$ cat src/rtl/sequential_binary_divider.sv
`default_nettype none
// ============================================================================
// Module   : sequential_binary_divider
// Purpose  : Multi-cycle restoring divider. Divides a 2*dp_width-bit dividend
//            by a dp_width-bit divisor, giving a dp_width-bit quotient and
//            remainder. One-hot idle/shift/sub controller driving an A/Q/E
//            shift datapath. The Start/Ready handshake matches the shift-add
//            multiplier, so a product can be fed straight back as a dividend.
// Ports    : clock       - sole clock, rising edge
//            reset       - synchronous, active-high
//            Dividend    - [2*dp_width-1:0], sampled on an accepted Start
//            Divisor     - [dp_width-1:0], sampled on an accepted Start
//            Start       - request, accepted only while Ready=1
//            Quotient    - [dp_width-1:0], register Q
//            Remainder   - [dp_width-1:0], register A
//            Ready       - high while idle
//            Div_by_zero - registered error flag
//            Overflow    - registered error flag
// Revision : 1.0 - initial release
// ============================================================================
module sequential_binary_divider #(
  parameter int dp_width = 4,
  parameter int BC_size  = 3
) (
  input  logic                    clock,
  input  logic                    reset,
  input  logic [2*dp_width-1:0]   Dividend,
  input  logic [dp_width-1:0]     Divisor,
  input  logic                    Start,
  output logic [dp_width-1:0]     Quotient,
  output logic [dp_width-1:0]     Remainder,
  output logic                    Ready,
  output logic                    Div_by_zero,
  output logic                    Overflow
);

  typedef enum logic [2:0] {
    S_idle  = 3'b001,
    S_shift = 3'b010,
    S_sub   = 3'b100
  } state_t;

  localparam logic [BC_size-1:0] C_COUNT_INIT = BC_size'(dp_width);
  localparam logic [BC_size-1:0] C_COUNT_ONE  = BC_size'(1);

  state_t                state_q, state_d;
  logic [dp_width-1:0]   a_q, a_d;
  logic [dp_width-1:0]   q_q, q_d;
  logic [dp_width-1:0]   b_q, b_d;
  logic                  e_q, e_d;
  logic [BC_size-1:0]    p_q, p_d;
  logic                  dbz_q, dbz_d;
  logic                  ovf_q, ovf_d;

  // Partial remainder including the carry shifted out of A. Comparing and
  // subtracting at N+1 bits keeps that carry from being lost.
  logic [dp_width:0]     ea;
  logic                  sub_ok;
  logic [dp_width-1:0]   a_sub;

  always_comb begin
    ea     = {e_q, a_q};
    sub_ok = (ea >= {1'b0, b_q});
    a_sub  = dp_width'(ea - {1'b0, b_q});
  end

  always_comb begin
    state_d = state_q;
    a_d     = a_q;
    q_d     = q_q;
    b_d     = b_q;
    e_d     = e_q;
    p_d     = p_q;
    dbz_d   = dbz_q;
    ovf_d   = ovf_q;

    case (state_q)
      S_idle: begin
        if (Start) begin
          dbz_d = 1'b0;
          ovf_d = 1'b0;
          if (Divisor == '0) begin
            dbz_d = 1'b1;
            ovf_d = 1'b1;
            a_d   = '0;
            q_d   = '0;
          end else if (Dividend[2*dp_width-1:dp_width] >= Divisor) begin
            // Quotient would need more than dp_width bits.
            ovf_d = 1'b1;
            a_d   = '0;
            q_d   = '0;
          end else begin
            a_d     = Dividend[2*dp_width-1:dp_width];
            q_d     = Dividend[dp_width-1:0];
            b_d     = Divisor;
            e_d     = 1'b0;
            p_d     = C_COUNT_INIT;
            state_d = S_shift;
          end
        end
      end

      S_shift: begin
        {e_d, a_d, q_d} = {a_q, q_q, 1'b0};
        state_d         = S_sub;
      end

      S_sub: begin
        if (sub_ok) begin
          a_d    = a_sub;
          q_d[0] = 1'b1;
        end
        e_d     = 1'b0;
        p_d     = p_q - C_COUNT_ONE;
        state_d = (p_q == C_COUNT_ONE) ? S_idle : S_shift;
      end

      default: begin
        state_d = S_idle;
      end
    endcase
  end

  always_ff @(posedge clock) begin
    if (reset) begin
      state_q <= S_idle;
      a_q     <= '0;
      q_q     <= '0;
      b_q     <= '0;
      e_q     <= 1'b0;
      p_q     <= '0;
      dbz_q   <= 1'b0;
      ovf_q   <= 1'b0;
    end else begin
      state_q <= state_d;
      a_q     <= a_d;
      q_q     <= q_d;
      b_q     <= b_d;
      e_q     <= e_d;
      p_q     <= p_d;
      dbz_q   <= dbz_d;
      ovf_q   <= ovf_d;
    end
  end

  assign Quotient    = q_q;
  assign Remainder   = a_q;
  assign Ready       = (state_q == S_idle);
  assign Div_by_zero = dbz_q;
  assign Overflow    = ovf_q;

endmodule
`default_nettype wire

$ cat config.mk
export PLATFORM = sky130hd
export DESIGN_NAME = sequential_binary_divider
export DESIGN_NICKNAME = d
export VERILOG_FILES = /design/src/rtl/sequential_binary_divider.sv
export SDC_FILE = /design/constraint.sdc
export NUM_CORES = 1
export LEC_CHECK = 0
export CAP_MARGIN = 20
export CELL_PAD_IN_SITES_DETAIL_PLACEMENT = 1
export CELL_PAD_IN_SITES_GLOBAL_PLACEMENT = 1
export CORE_ASPECT_RATIO = 0.6
export CORE_MARGIN = 3
export CORE_UTILIZATION = 35
export CTS_BUF_LIST = sky130_fd_sc_hd__clkbuf_2
export DETAILED_ROUTE_END_ITERATION = 7
export PLACE_DENSITY_LB_ADDON = 0.1
export SLEW_MARGIN = 20
export SYNTH_ARGS = -nofsm -noshare
export SYNTH_HDL_FRONTEND = slang
export SYNTH_SLANG_ARGS = --single-unit
$ cat constraint.sdc
create_clock -name clock -period 1.5 [get_ports clock]
set_input_delay 0.3 -clock clock [delete_from_list [all_inputs] [get_ports clock]]
set_output_delay 0.3 -clock clock [all_outputs]
set_load 0.005 [all_outputs]
======== Word-level counts from Yosys, hierarchy flattened ========
Cells that the tools add are included.
word-level totals
  output and inout bits ................... 11
  register bits after elaboration ......... 21
  input port bits ......................... 15
operators by class
  add/subtract/negate cells ............... 2
  mux-type cells .......................... 27
  bitwise logic cells ..................... 2
  reductions and logical operators ........ 11
  magnitude comparators ................... 2
  equal/unequal tests ..................... 8
operators with widths
  kind                   count
  $mux W4                7
  $mux W3                6
  $pmux W3 S2            2
  $pmux W4 S3            1
  $reduce_and A4 Y1      3
  $pmux W3 S3            1
  $ne A2 B2 Y1 const B   4
  $mux W1                7
  $eq A3 B1 Y1 const B   2
  $pmux W1 S3            2
  $reduce_and A3 Y1      2
  $ge A5 B4 Y1           1
  $ge A4 B4 Y1           1
  $logic_not A4 Y1       1
  $reduce_and A2 Y1      2
  $reduce_bool A2 Y1     2
  $sub A4 B4 Y4          1
  $eq A3 B2 Y1 const B   1
  $eq A3 B3 Y1 const B   1
  $reduce_bool A3 Y1     1
  $sub A3 B1 Y3 const B  1
  $mux W2                1
  $not A1 Y1             2

======== Logic depth before layout (Yosys ltp) ========
Gate-level depths: netlist of run 1.
  word-level depth ........................ 5
  mapped depth ............................ 9
  depth with buffers taken out ............ 9

======== Least setup slack after synthesis of run 1 ========
Ideal clock, no wire load.
  kind .................................... flip-flop to flip-flop
  start ................................... register a_q[0] (netlist: Remainder[0])
  end ..................................... register a_q[2] (netlist: Remainder[2])
  path slack .............................. -164 ps
  buffers on the path ..................... 0
  clock period less this slack ............ 1,664 ps
  arrival ................................. 1,531 ps
  required time ........................... 1,367 ps
  cell stages (with the launch flop) ...... 10
  cell sequence ........................... dfxtp_1 inv_1 ha_1 inv_1 fa_1 xor2_1 a22oi_1 nor2_1 a211oi_1 nor3_1
on the way
  word-level cells in the longest chain between the ends .. 3
  elaborated cells on any way between the ends .. 6
  classes of those cells .................. 1 x add/sub; 1 x order compare; 1 x eq/ne; 2 x mux; 1 x reduce/logical
ends and longest elaborated chain
  what                                              RTL line  text
  start: declaration                                47        logic [dp_width-1:0] a_q, a_d;
  start signal: assignment                          127       a_q <= '0;
  start signal: assignment                          136       a_q <= a_d;
  $sub A4 B4 Y4 or $ge A5 B4 Y1 (tied branches)     64, 63
  $mux W4 or $ne A2 B2 Y1 (tied branches)           n/a
  $pmux W4 S3 or $reduce_and A3 Y1 (tied branches)  n/a
Several ways; a longest one is shown, not always the timed one. The select of a mux whose other input is x is not followed.
A chain may end at the register's enable or synchronous reset.

======== Final worst setup path of run 1 ========
  start ................................... register b_q[1]
  end ..................................... register a_q[2] (netlist: Remainder[2])
on the way
  word-level cells in the longest chain between the ends .. 3
  elaborated cells on any way between the ends .. 6
  classes of those cells .................. 1 x add/sub; 1 x order compare; 1 x eq/ne; 2 x mux; 1 x reduce/logical
ends and longest elaborated chain
  what                                              RTL line  text
  start: declaration                                49        logic [dp_width-1:0] b_q, b_d;
  start signal: assignment                          129       b_q <= '0;
  start signal: assignment                          138       b_q <= b_d;
  $sub A4 B4 Y4 or $ge A5 B4 Y1 (tied branches)     64, 63
  $mux W4 or $ne A2 B2 Y1 (tied branches)           n/a
  $pmux W4 S3 or $reduce_and A3 Y1 (tied branches)  n/a
Several ways; a longest one is shown, not always the timed one. The select of a mux whose other input is x is not followed.

==> impl_results.md, run 1 <==
- Final setup margin: -0.388 ns
- Clock Latency Late Sink: 0.37 ns
- Clock skew: 0.00462 ns
- H-tree levels: 1
- Worst setup EP type: flip-flop
- Layout cells sized above 1: 60.8%
- Detailed-router iteration count before antenna repair: 4
- Reg2reg path depth: 8
- Type of the worst min-delay path: in2reg
- Startpoint Class: flip-flop
- Setup TNS: -3.51 ns
- First-pass GRT wire length: 8950 µm
- Root Driver: clkbuf_2
- Routed WL per cell: 26.1 µm
- Achievable Freq: 530 MHz
- Synth area leaders: dfxtp_1 34%, ha_1 10%, nor2_1 5.2%
- Beginning of the critical path: b_q[1]
- Crit-path max FO: 2
- Switching share of total power: 37.5%
- Placed Instance Area: 1890 µm²
- N_diodes: 0
- Rows: 16
- Worst setup path endpoint: Remainder[2]
- Combinational power share: 46.9%
- GR Overflow Total: 0
- Critical Path AT: 2.18 ns
- Starting density of the core: 37.3%
- Max Cap Viol: 0
- Core Region: 3320 µm²
- FILL cells: 338
- # IOs: 26
- Fin area: 2350 µm²
- CTS buffer count: 3
- Clock-pin slew on the worst setup and hold paths: 0.23 ns
- Post-DRT Antenna Nets: 0
- Hpwl dp: 3170 µm
- Minimum clock period: 1.89 ns
- Worst R2R Start: b_q[1]
- Synth warnings: 0
- VDD IR max: 0.000601 V
- Synth Area in Simple Gates: 23.1%
- Vias per cell: 5.69
- Switching power: 0.000644 W
- Critical Path RT: 1.79 ns
- Yosys cell types: 39
- Post-layout util: 70.6%
- Port Buffers: 25
- Die area: 4310 µm²
- Pwr/cell area: 731 nW/µm²
- Synthesized cell area: 1240 µm²
- Nets: 244
- Area grow syn2layout: 89.5%
- Final Hold Vio Count: 0
- CTS Hold Buffers Added: 0
- Routed Wire Length: 6830 µm
- P_int: 0.00107 W
- RSZ-0062 raised after global routing: yes
- Largest family of logic cells by synthesized area: simple AND/OR/NAND/NOR gates
- R2r setup slk: -0.39 ns
- Mux share of post-synthesis cell area: 4.04%
- Via count: 1,492
- CP Class: reg2reg
- Max-slew violation count: 0
- Crit share post-route: 126%
- Vias in the first global route: 1,642
- Yosys reg bits: 21
- Sinks on Clock Net: 21
- GRT Util Overall: 27.5%
- Post-Synth XOR/XNOR Area: 2.12%
- Worst R2R End: Remainder[2]
- Post-synthesis sequential area ratio: 33.9%
- Largest net degree at the start of global routing: 14
- Area leader, netlist: dfxtp_1
- Adder-cell area share of the yosys netlist: 11.7%
- Clock Power Share: 15.9%
- Avg Inst Size Synth: 8.85 µm²
- GPL Wtd Cong: 0.789
- Leak: 0.998 nW
- Tot Pwr: 0.00172 W
- Failing checks: setup timing
- Worst slew margin: 70.3%
- Worst-margin pin slew: 0.445 ns
- DRT iter0 DRCs: 96
- Die H: 52.1 µm
- Die width: 82.8 µm
- Status: complete, but fails checks
- Initial antenna violation count: 0
- Mapped Cells: 140
- Post-synth top area share: 33.9%
- Syn Nets: 166
- Sequential share of power: 37.2%
- Synth Area in Compound Gates: 18.8%
- # setup viols final: 20
- CTS tree: built
- Drc violations: 0
- Clock buffer depth: 2
- Post-placement setup slack: -0.862 ns
repair_timing:
action / 4_1_cts / 5_1_grt
cloned: 1 / 0
pin swaps: 18 / 21
setup buffers: 14 / 6
setup endpoints to repair: 30 / 22
resized for setup: 69 / 37
worst max-delay path, stage by stage (launching register included):
cell	delay, ns
dfxtp_2	0.43
inv_2	0.07
buf_4	0.14
fa_2	0.35
xor2_1	0.17
a22oi_1	0.23
nor2_1	0.11
a211oi_2	0.22
nor3_1	0.09
layer usage:
layer  share of wire (%)  up-vias  GRT usage (%)
li1                    -      651              -
met1                  41      746           31.7
met2                  47       73           47.2
met3                 8.1       22           6.01
met4                 3.6        0           17.9
met5                   0        -              0
worst min path at each step:
stage / startpoint / to / slack, ns / depth (start not counted)
final: Divisor[2] / b_q[2] / 0.36 / 4
after global routing: Divisor[2] / b_q[2] / 0.39 / 4
after CTS: Divisor[3] / b_q[3] / 0.42 / 4
after detailed placement: Overflow / Overflow / 0.50 / 2
after global placement: Overflow / Overflow / 0.49 / 2
after floorplan: reset / state_q[2] / 0.37 / 1
Yosys cell counts (all sizes together):
master   number
dfxtp        21
nor2         17
inv          14
a21oi        10
ha           10
nand2         8
a22oi         6
nor2b         6
nor3          6
a211oi        5
mux2i         5
nor3b         4
buf           3
clkbuf        2
nand2b        2
xor2          2
a211o         1
a21o          1
a22o          1
a2bb2oi       1
a41o          1
and2b         1
and4bb        1
fa            1
nand4         1
nor4          1
o211ai        1
o21ai         1
o221ai        1
o22a          1
o22ai         1
o31a          1
or2           1
or3           1
xnor2         1
registers in the layout, indices dropped and copies added (netlist names):
| register | count |
|---|---|
| Quotient | 4 |
| Remainder | 4 |
| b_q | 4 |
| p_q | 3 |
| state_q | 3 |
| Div_by_zero | 1 |
| Overflow | 1 |
| e_q | 1 |
logic make-up after synthesis:
logic type / count (synthesis)
AO/OA/AOI/OAI: 32
XOR/XNOR: 3
adder cells (fa/ha/maj): 11
buffers and inverters: 19
flip-flops: 21
multiplexers: 5
AND/OR/NAND/NOR: 49
stage by stage:
stage,std cells,hold WS (ns)
finish,262,0.362
global route,262,0.386
CTS,259,0.420
detailed placement,240,0.501
global placement,240,0.486
floorplan,140,0.372
layout make-up:
class	instances	area [µm²]	area share [%]
Multi-Input combinational cell	101	1080	46.1
Timing Repair Buffer	77	671	28.6
Sequential cell	21	454	19.3
Inverter	14	65.1	2.77
Tap cell	45	56.3	2.40
Clock buffer	3	15.0	0.640
Clock inverter	1	5.00	0.213
layout by cell type, fill, tap and decap left out, drive strengths merged, types with 2 or more instances in the layout:
cell / instances
a211oi: 5
xor2: 2
dfxtp: 21
nor2: 17
dlygate4sd2: 14
nand2b: 2
clkdlybuf4s15: 2
inv: 14
clkdlybuf4s50: 6
a21oi: 10
a41o: 2
nor2b: 6
nand2: 8
ha: 10
a22oi: 6
clkbuf: 5
buf: 53
nor3: 6
mux2i: 5
nor3b: 4
power by group through the flow:
stage               clock [W]  combinational, W  sequential (W)
detailed placement          0          0.000540        0.000648
global placement            0          0.000519        0.000645
global route         0.000289          0.000847        0.000641
CTS                  0.000267          0.000649        0.000628
finish               0.000273          0.000806        0.000638
floorplan                   0          0.000269        0.000642
Power figures use the tool's default switching activity.
==> run 2, diff against run 1 <==
Settings changed: GPL_TIMING_DRIVEN set to 0.
==> impl_results.md, run 2 (synthesized netlist as in run 1, its figures left out) <==
- CTS buffer count: 3
- Startpoint Class: flip-flop
- Worst setup EP type: flip-flop
- Post-route insts no fill: 232
- GRT Util Overall: 19.8%
- Vias in the first global route: 1,299
- Vias per cell: 5.20
- Hold_sp: Divisor[1]
- Post-DRT Antenna Nets: 0
- Clock skew: 0.0152 ns
- Setup TNS: -1.74 ns
- Worst R2R Start: b_q[1]
- # IOs: 26
- Routed WL per cell: 17.4 µm
- Crit share post-route: 115%
- Type of the worst min-delay path: in2reg
- Die H: 52.1 µm
- GR Overflow Total: 0
- Hpwl dp: 2730 µm
- Clock Latency Late Sink: 0.33 ns
- Via count: 1,207
- Worst slew margin: 60.9%
- FILL cells: 402
- Crit-path max FO: 4
- DRT iter0 DRCs: 55
- Max-slew violation count: 0
- Final setup margin: -0.230 ns
- CP Class: reg2reg
- Root Driver: clkbuf_2
- R2r setup slk: -0.23 ns
- Starting density of the core: 37.3%
- Commonest cells after routing, fill and taps aside: 17 x buf_4, 16 x nor2_1, 14 x dfxtp_2, 14 x dlygate4sd2_1, 9 x inv_1
- Minimum clock period: 1.73 ns
- Commonest non-fill, non-tap cell in the layout: buf_4
- Largest net degree at the start of global routing: 12
- Hold Path End: b_q[1]
- Die width: 82.8 µm
- Achievable Freq: 578 MHz
- # setup viols final: 16
- Hold Path Depth: 3
- First-pass GRT wire length: 6670 µm
- Post-layout util: 57.9%
- Die area: 4310 µm²
- Failing checks: setup timing
- RSZ-0062 raised after global routing: yes
- CTS tree: built
- Port Buffers: 25
- VDD IR max: 0.000440 V
- CTS Hold Buffers Added: 0
- Leak: 0.785 nW
- Core Region: 3320 µm²
- N_diodes: 0
- Nets: 214
- Max Cap Viol: 0
- H-tree levels: 1
- Critical Path AT: 1.97 ns
- Area grow syn2layout: 55.5%
- Drc violations: 0
- Placed cells: 210
- Routed Wire Length: 4030 µm
- Initial antenna violation count: 0
- Hold Slack: 0.256 ns
- Critical Path RT: 1.74 ns
- Status: complete, but fails checks
- Worst-margin pin slew: 0.586 ns
- Clock buffer depth: 2
- GPL Wtd Cong: 0.751
- Clock-pin slew on the worst setup and hold paths: 0.22 ns
- Pwr/cell area: 770 nW/µm²
- Final Hold Vio Count: 0
- Reg2reg path depth: 7
- Worst R2R End: Remainder[1]
- Sinks on Clock Net: 21
- Rows: 16
- Detailed-router iteration count before antenna repair: 4
- Layout cells sized above 1: 42.2%
run 2: cell types whose count changed in the layout (fill, tap and decap cells not counted), moves of 2 or more:
cell	change
nand2_4	-3
a211oi_1	+2
a22oi_2	-4
nand2_1	+5
dfxtp_2	+2
buf_6	-9
dfxtp_4	-2
nand2_2	-2
nor2_1	+2
nor3_4	-2
nor3_2	+2
buf_4	-23
a22oi_1	+4
clkbuf_1	+2
run 2: cell type report:
class	count	area (µm²)	share of cell area (%)
Clock buffer	4	20.0	1.04
Tap cell	45	56.3	2.92
Buffer	4	33.8	1.75
Multi-Input combinational cell	101	933	48.5
Inverter	14	67.6	3.51
Sequential cell	21	449	23.3
Timing Repair Buffer	43	365	19.0
run 2: report_power, final:
| part | internal, W | total [W] | switching (W) |
|---|---|---|---|
| combinational | 0.000310 | 0.000584 | 0.000274 |
| clock | 0.0000705 | 0.000257 | 0.000187 |
| sequential | 0.000602 | 0.000641 | 0.0000387 |
run 2: worst max path at each step:
stage	cells after the start	to	startpoint	slack [ns]
final	7	Remainder[1]	b_q[1]	-0.23
after global routing	7	Remainder[1]	b_q[1]	-0.30
after CTS	7	Remainder[1]	b_q[1]	-0.17
after detailed placement	8	b_q[3]	Divisor[3]	-1.00
after global placement	8	b_q[1]	Divisor[3]	-0.94
after floorplan	7	b_q[0]	Divisor[3]	-0.08
run 2: per-stage QoR:
stage / setup WS [ns] / instance area, µm² / total power, W
final: -0.230 / 1930 / 0.00148
after floorplan: -0.0830 / 1340 / 0.000911
after detailed placement: -1.00 / 1640 / 0.00108
after CTS: -0.175 / 1870 / 0.00144
after global routing: -0.300 / 1930 / 0.00158
after global placement: -0.937 / 1640 / 0.00107
run 2: critical path, stage by stage (launching register included):
cell and delay [ns]:
dfxtp_2 0.40, inv_4 0.05, ha_4 0.26, nor2b_4 0.16, o221ai_4 0.13, a41o_4 0.29
a211oi_2 0.27, nor3_2 0.08
run 2: what timing repair did:
action                                  CTS  global route
resized for setup                        60             9
buffers inserted                         15             3
pin swaps                                13             5
cloned                                    1             0
endpoints found under the setup margin   30            20
run 2: metal layers:
layer / track usage, % / part of all wire (%) / up-vias
met3: 3.48 / 3.1 / 2
met1: 27.4 / 52 / 585
met4: 2.45 / 0.25 / 0
met2: 33.2 / 44 / 28
li1: - / - / 592
met5: 0 / 0 / -
==> run 3, diff against run 2 <==
Settings changed: CORE_UTILIZATION 35 to 34, CTS_BUF_LIST sky130_fd_sc_hd__clkbuf_2 to not set.
==> impl_results.md, run 3 (synthesized netlist as in run 1, its figures left out) <==
- Fin area: 2050 µm²
- Via count: 1,218
- Minimum clock period: 1.72 ns
- Critical Path RT: 1.67 ns
- Routed Wire Length: 4420 µm
- Pwr/cell area: 812 nW/µm²
- Crit-path max FO: 4
- GR Overflow Total: 0
- Drc violations: 0
- Vias per cell: 5.41
- Rows: 16
- Placed cells: 210
- VDD IR max: 0.000564 V
- Sinks on Clock Net: 21
- # IOs: 26
- Post-DRT Antenna Nets: 0
- H-tree levels: 1
- Port Buffers: 25
- GPL Wtd Cong: 0.815
- Starting density of the core: 36.8%
- Clock Latency Late Sink: 0.27 ns
- N_diodes: 0
- Layout cells sized above 1: 47.8%
- Leak: 0.779 nW
- Clock buffer depth: 2
- Vias in the first global route: 1,287
- Worst slew margin: 56.8%
- Max-slew violation count: 0
- Area grow syn2layout: 65.2%
- FILL cells: 359
- Failing checks: setup timing
- Crit share post-route: 115%
- Die area: 4430 µm²
- Hpwl dp: 2800 µm
- GRT Util Overall: 19.9%
- Combinational power share: 37.8%
- Achievable Freq: 580 MHz
- RSZ-0062 raised after global routing: yes
- Switching share of total power: 32.9%
- Post-route insts no fill: 225
- Die width: 83.9 µm
- Worst-margin pin slew: 0.647 ns
- DRT iter0 DRCs: 59
- Clock-pin slew on the worst setup and hold paths: 0.08 ns
- Core Region: 3360 µm²
- # setup viols final: 12
- Placed Instance Area: 1640 µm²
- Type of the worst min-delay path: in2reg
- Tot Pwr: 0.00166 W
- CTS tree: built
- Final setup margin: -0.224 ns
- Initial antenna violation count: 0
- P_int: 0.00112 W
- Switching power: 0.000547 W
- Max Cap Viol: 0
- Status: complete, but fails checks
- Final Hold Vio Count: 0
- Sequential share of power: 38.8%
- Clock Power Share: 23.5%
- Largest net degree at the start of global routing: 13
- Post-layout util: 60.8%
- Detailed-router iteration count before antenna repair: 4
- CP Class: reg2reg
- Routed WL per cell: 19.6 µm
- Critical Path AT: 1.90 ns
- Nets: 207
- Startpoint Class: flip-flop
- Hold Slack: 0.300 ns
- CTS Hold Buffers Added: 0
- First-pass GRT wire length: 6570 µm
- Die H: 52.8 µm
- CTS buffer count: 3
- Commonest non-fill, non-tap cell in the layout: nor2_1
- Worst setup EP type: flip-flop
- Root Driver: clkbuf_8
- Commonest cells after routing, fill and taps aside: 16 x nor2_1, 13 x clkdlybuf4s50_1, 10 x buf_4
- Clock skew: 0.00241 ns
[run 3: final cells by class]
class                      count  area, µm²  area share (%)
multi-input combinational    101       1050            51.3
sequential                    21        449            22.0
timing repair buffer          36        344            16.8
inverter                      14       70.1            3.43
tap                           45       56.3            2.75
clock buffer                   3       41.3            2.02
buffer                         4       30.0            1.47
clock inverter                 1       5.00           0.245
[run 3: through the flow]
stage | setup TNS (ns) | worst slack, ns
floorplan | -0.641 | -0.0830
global placement | -15.26 | -0.927
CTS | -0.934 | -0.172
finish | -1.32 | -0.224
detailed placement | -16.21 | -0.962
global route | -1.99 | -0.307
[run 3: critical path, stage by stage, from the launching register on]
cell and delay, ns:
dfxtp_2 0.37, inv_4 0.05, ha_4 0.15, or2_4 0.26
o221ai_4 0.21, a41o_4 0.29, a211oi_2 0.05, a211oi_1 0.24
[run 3: routing by layer]
| layer | up-vias | part of all wire, % | GRT usage [%] |
|---|---|---|---|
| met2 | 27 | 48 | 32.5 |
| li1 | 576 | - | - |
| met4 | 0 | 0.84 | 4.01 |
| met1 | 610 | 48 | 27.3 |
| met5 | - | 0 | 0 |
| met3 | 5 | 3.2 | 4.08 |
[run 3: final timing paths]
kind	depth (start not counted)	from	slack, ns	endpoint
hold reg to reg	2	Overflow	0.50	Overflow
hold / removal	3	Divisor[1]	0.30	b_q[1]
setup reg to reg	7	b_q[1]	-0.22	Remainder[0]
setup / recovery	7	b_q[1]	-0.22	Remainder[0]
[run 3: timing repair]
action / 4_1_cts / 5_1_grt
resized for setup: 90 / 20
endpoints found under the setup margin: 23 / 20
pin swaps: 23 / 13
hold endpoints to repair: 0 / 0
cloned: 1 / 0
buffers inserted: 8 / 3
[run 3: power groups by stage]
stage	clock, W	combinational, W	sequential, W
detailed placement	0	0.000437	0.000649
finish	0.000390	0.000627	0.000645
CTS	0.000393	0.000571	0.000645
global placement	0	0.000421	0.000647
floorplan	0	0.000269	0.000642
global route	0.000425	0.000669	0.000650
